--- src/rtl/freq_div_multi.sv ---
// freq_div_multi: multi-channel programmable clock-enable / square-wave generator.
//
// Every channel has a free-running counter that wraps at a runtime-writable
// terminal count ("active" limit). On wrap it emits a one-cycle tick and
// toggles its square wave. New limits land in a shadow register and are
// transferred at the next period boundary, so periods are never truncated.
//
// Optional macro FREQ_DIV_DUTY_EN: adds port limit_hi and a double-buffered
// per-channel hi threshold. signal becomes PWM (high while next cnt < hi).
//
// Ports:
//   clk        global clock, posedge
//   rst        synchronous active-high reset
//   en         [CH]     per-channel count enable
//   sync_clr   phase-align all channels (cnt/signal/tick to 0, flush shadows)
//   limit_wr   write strobe for the shadow limit of channel limit_sel
//   limit_sel  [SEL_W]  target channel; values >= CH are ignored
//   limit_data [CNT_W]  new terminal count
//   limit_hi   [CNT_W]  new PWM threshold (FREQ_DIV_DUTY_EN only)
//   signal     [CH]     registered square-wave / PWM outputs
//   tick       [CH]     registered terminal-count pulses
//   pending    [CH]     shadow written but not yet active

module freq_div_ch #(
  parameter int CNT_W         = 27,
  parameter int DEFAULT_LIMIT = 49999999
) (
  input  logic             clk,
  input  logic             rst,
  input  logic             en,
  input  logic             clr,
  input  logic             wr,
  input  logic [CNT_W-1:0] wdata,
`ifdef FREQ_DIV_DUTY_EN
  input  logic [CNT_W-1:0] wdata_hi,
`endif
  output logic             signal,
  output logic             tick,
  output logic             pending
);
  localparam logic [CNT_W-1:0] DEF_LIM = CNT_W'(DEFAULT_LIMIT);

  logic [CNT_W-1:0] cnt, active, shadow, cnt_nx;
  logic             tc;

  assign tc     = (cnt == active);
  assign cnt_nx = tc ? '0 : cnt + CNT_W'(1);

`ifdef FREQ_DIV_DUTY_EN
  localparam logic [CNT_W-1:0] DEF_HI = CNT_W'((DEFAULT_LIMIT + 1) / 2);
  logic [CNT_W-1:0] hi_act, hi_shd, hi_nx;

  // Threshold that governs the period starting after this edge.
  always_comb begin
    hi_nx = hi_act;
    if (tc) begin
      if (wr)           hi_nx = wdata_hi;
      else if (pending) hi_nx = hi_shd;
    end
  end
`endif

  always_ff @(posedge clk) begin
    if (rst) begin
      cnt     <= '0;
      active  <= DEF_LIM;
      shadow  <= DEF_LIM;
      pending <= 1'b0;
      signal  <= 1'b0;
      tick    <= 1'b0;
`ifdef FREQ_DIV_DUTY_EN
      hi_act  <= DEF_HI;
      hi_shd  <= DEF_HI;
`endif
    end else if (clr) begin
      // Phase align; any queued limit becomes active, same-cycle writes dropped.
      cnt     <= '0;
      signal  <= 1'b0;
      tick    <= 1'b0;
      pending <= 1'b0;
      if (pending) begin
        active <= shadow;
`ifdef FREQ_DIV_DUTY_EN
        hi_act <= hi_shd;
`endif
      end
    end else if (en) begin
      cnt  <= cnt_nx;
      tick <= tc;
`ifdef FREQ_DIV_DUTY_EN
      signal <= (cnt_nx < hi_nx);
`else
      if (tc) signal <= ~signal;
`endif
      if (tc) begin
        // A write landing on the wrap cycle goes straight to active.
        if (wr) begin
          active  <= wdata;
          shadow  <= wdata;
          pending <= 1'b0;
`ifdef FREQ_DIV_DUTY_EN
          hi_act  <= wdata_hi;
          hi_shd  <= wdata_hi;
`endif
        end else if (pending) begin
          active  <= shadow;
          pending <= 1'b0;
`ifdef FREQ_DIV_DUTY_EN
          hi_act  <= hi_shd;
`endif
        end
      end else if (wr) begin
        shadow  <= wdata;
        pending <= 1'b1;
`ifdef FREQ_DIV_DUTY_EN
        hi_shd  <= wdata_hi;
`endif
      end
    end else begin
      // Frozen channel: counter/signal hold, writes still queue.
      tick <= 1'b0;
      if (wr) begin
        shadow  <= wdata;
        pending <= 1'b1;
`ifdef FREQ_DIV_DUTY_EN
        hi_shd  <= wdata_hi;
`endif
      end
    end
  end
endmodule

module freq_div_multi #(
  parameter int CH            = 4,
  parameter int CNT_W         = 27,
  parameter int DEFAULT_LIMIT = 49999999,
  parameter int SEL_W         = 2
) (
  input  logic             clk,
  input  logic             rst,
  input  logic [CH-1:0]    en,
  input  logic             sync_clr,
  input  logic             limit_wr,
  input  logic [SEL_W-1:0] limit_sel,
  input  logic [CNT_W-1:0] limit_data,
`ifdef FREQ_DIV_DUTY_EN
  input  logic [CNT_W-1:0] limit_hi,
`endif
  output logic [CH-1:0]    signal,
  output logic [CH-1:0]    tick,
  output logic [CH-1:0]    pending
);
  logic [CH-1:0] wr_ch;

  for (genvar i = 0; i < CH; i++) begin : g_ch
    // Out-of-range selects match no channel, so such writes vanish.
    assign wr_ch[i] = limit_wr && (32'(limit_sel) == i);

    freq_div_ch #(
      .CNT_W        (CNT_W),
      .DEFAULT_LIMIT(DEFAULT_LIMIT)
    ) u_ch (
      .clk     (clk),
      .rst     (rst),
      .en      (en[i]),
      .clr     (sync_clr),
      .wr      (wr_ch[i]),
      .wdata   (limit_data),
`ifdef FREQ_DIV_DUTY_EN
      .wdata_hi(limit_hi),
`endif
      .signal  (signal[i]),
      .tick    (tick[i]),
      .pending (pending[i])
    );
  end
endmodule

--- config.mk ---
export PLATFORM = sky130hd
export DESIGN_NAME = freq_div_multi
export DESIGN_NICKNAME = d
export VERILOG_FILES = /design/src/rtl/freq_div_multi.sv
export SDC_FILE = /design/constraint.sdc
export NUM_CORES = 1
export LEC_CHECK = 0
export ABC_CLOCK_PERIOD_IN_PS = 3000
export CAP_MARGIN = 30
export CORE_UTILIZATION = 45
export CTS_CLUSTER_DIAMETER = 100
export DETAILED_ROUTE_END_ITERATION = 8
export PLACE_DENSITY = 0.62
export SLEW_MARGIN = 5
export SYNTH_ARGS = -nofsm -noshare
export SYNTH_HDL_FRONTEND = slang
export SYNTH_SLANG_ARGS = --single-unit
--- constraint.sdc ---
create_clock -name clk -period 3 [get_ports clk]
set_clock_uncertainty 0.2 [all_clocks]
set_input_delay 0.75 -clock clk [delete_from_list [all_inputs] [get_ports clk]]
set_output_delay 0.75 -clock clk [all_outputs]
set_load 0.02 [all_outputs]
==> metrics <==
ratio of cells with drive above 1 in the final layout=0.0961; syn_nets=1910; drt drc=0; first-pass GRT wire length=roughly 66000 um; Port-buffer cells=48; Sink Count=around 340; crit path DAT=2750 ps; Final WS setup=435 ps; CP max stage cell=clkdlybuf4s50_1; clk slew on worst S/H paths=approximately 50 ps; initial antenna violation count=1; cts repair resizes=0; Mapped Area=between 0.015 and 0.02 mm^2; antenna cell count=0; Area Growth Syn to Fin=14.4%; Final Max Slew Viols=0; Worst Max-Slew Pin Slew=roughly 600 ps; H-tree depth=2; core area=between 0.03 and 0.04 mm^2; Setup CP Type=in2reg; mean post-synth cell area=between 8 and 9 um^2; Rel. slew slack=0.605; WL final=42200 um; maximum clock insertion buffer count=3; num ports=approximately 50; max-cap violation count=0; TritonCTS clock tree=done; DRT iter0 DRCs=slightly below 800; Place WS=-46.9 ps; Routed Antenna Nets=0; crit path cell chain=clkdlybuf4s50_1, buf_4, inv_1, nor4b_2, buf_12, nor2_1, a211oi_1, mux2i_1; Synth Register Bits=roughly 340; outcome=finished clean; Critical Path Max Stage Delay=between 500 and 600 ps; min Tclk post-route=between 2000 and 3000 ps; share of the synthesized area in the top cell type=0.413; Synth Warn #=0; vias in the first global route=11987; area leader, netlist=dfxtp_1; GR Overflow Total=0; PwrDens=about 540 mW/mm^2; Clk Latency, worst-skew pair=between 500 and 600 ps; nets=roughly 1900; most common flop cell mapped by yosys=dfxtp_1; Max IR drop VDD=~0.43 mV; post-synthesis sequential area ratio=0.413; synth top area cells=dfxtp_1 (41%), xnor2_1 (8.3%), nor2_1 (7.2%), mux2i_1 (5.9%), mux2_2 (3.6%); gpl congestion=approximately 0.83; Global Route Usage Sum=0.228; LEAKAGE=~6.7 nW; Cell variety after synth=slightly above 50; Async S/R FF share, synth=0; initial core utilization=0.457; DR vias=between 10000 and 15000; Post-DP HPWL=~28000 um; Post-CTS Setup Bufs=0; cell area after layout=between 0.015 and 0.02 mm^2; Post-Synthesis Cells=about 1900; Root Driver=clkbuf_16; Max Fclk=0.390 GHz; RSZ-0062 raised after global routing=no; standard-cell rows=69; die height=~190 um; maximum fanout along the worst path=25; DR pass1 iterations=5; most frequent cells after synthesis=dfxtp_1 (336), nor2_1 (313), xnor2_1 (155); count leader, synth=dfxtp_1; Crit path required time=about 3200 ps; setup violators final=0; largest net degree at the start of global routing=97; number of flops mapped to enable cells by yosys=0; hold slack final=252 ps; Num CTS Buffers=39; Setup crit end kind=flip-flop; cts hold-fix bufs=0; Tcrit/Tclk final=0.855; vias per cell=5.44; hold crit path type=reg2reg; Die Area=0.0369 mm^2; Hold Vio Cnt, Final=0; routed length per instance=around 18 um; Pwr Total=approximately 10 mW; CP Launch Type=input pin; die width=around 190 um; setup_tns=0 ps; dpl cell area=0.0174 mm^2
## worst max-delay path: cells and delay by family
kind | cells | cell delay [ps]
AOI/OAI and AO/OA | 1 | 270
buffers and inverters | 4 | 1130
muxes | 1 | 130
and+or+nand+nor | 2 | 460
## layout make-up
class	count	area (um^2)
clock inverter	3	40.0
sequential	336	6730
fill	3327	17000
clock buffer	60	1190
tap	461	577
multi-input combinational	1384	8900
timing repair buffer	104	1120
inverter	18	67.6
## per-layer routing
metal | global-route usage | wire, um | part of all wire
met5 | 0 | 9 | 0.00021
met4 | 0.0754 | 1260 | 0.030
met3 | 0.0349 | 1930 | 0.046
met2 | 0.361 | 19200 | 0.45
met1 | 0.317 | 19900 | 0.47
## final timing paths
check,startpoint,cells past startpoint,slack (ps),to
max reg2reg,g_ch[2].u_ch.cnt[8],7,590,g_ch[2].u_ch.active[23]
max,limit_sel[1],8,430,g_ch[2].u_ch.active[23]
min reg2reg,g_ch[2].u_ch.shadow[26],2,250,g_ch[2].u_ch.shadow[26]
min,g_ch[2].u_ch.shadow[26],2,250,g_ch[2].u_ch.shadow[26]
## flip-flops by register name, summed over array words and instances, names as in the netlist
name / count
g_ch.u_ch.active: 108
g_ch.u_ch.cnt: 108
g_ch.u_ch.pending: 4
g_ch.u_ch.shadow: 108
g_ch.u_ch.signal: 4
g_ch.u_ch.tick: 4
## report_power, final
part           leakage [nW]  switching, mW  internal (mW)
sequential             2.73          0.115           4.58
combinational          3.36          0.416          0.340
clock                 0.604           1.81           2.78
total                  6.69           2.35           7.70
## cell usage in the layout, fill, tap and decap left out, types with 9 or more instances in the layout
cell type        Yosys  routed
mux2_2              52      52
a21oi_1            103     103
nand2b_1            18      18
o21ai_0             11      11
buf_4               13      38
and3_1              15      15
o2bb2ai_1           34      34
nor2b_1             45      45
nor4_1              16      16
a22o_1              18      18
inv_1               18      18
clkbuf_16            0      41
nor2_1             313     313
and4_1              11      11
xnor2_1            155     155
and2_1              19      19
a211o_1             18      18
clkbuf_8             0       9
nor3_1              57      57
nand4_1             46      46
clkbuf_1            74      10
clkdlybuf4s50_1      0      47
dfxtp_1            336     335
a211oi_1            20      20
o21bai_1            70      70
buf_12               1      17
nand2_1            140     140
nand3_1             28      28
mux2i_1             96      96
xor2_1              57      57
## cell families after synthesis
| family | synth area share |
|---|---|
| AND/OR/NAND/NOR | 0.209 |
| buffers and inverters | 0.0419 |
| XOR/XNOR | 0.114 |
| flip-flops | 0.413 |
| adder cells (fa/ha/maj) | 0.00308 |
| multiplexers | 0.0969 |
| AO/OA/AOI/OAI | 0.121 |
## through the flow
stage | utilization | instances
floorplan | - | 1869
global placement | 0.489 | 2302
detailed placement | 0.489 | 2303
CTS | 0.523 | 2366
global route | 0.523 | 2366
finish | 0.523 | 2366
Power figures use the tool's default switching activity.
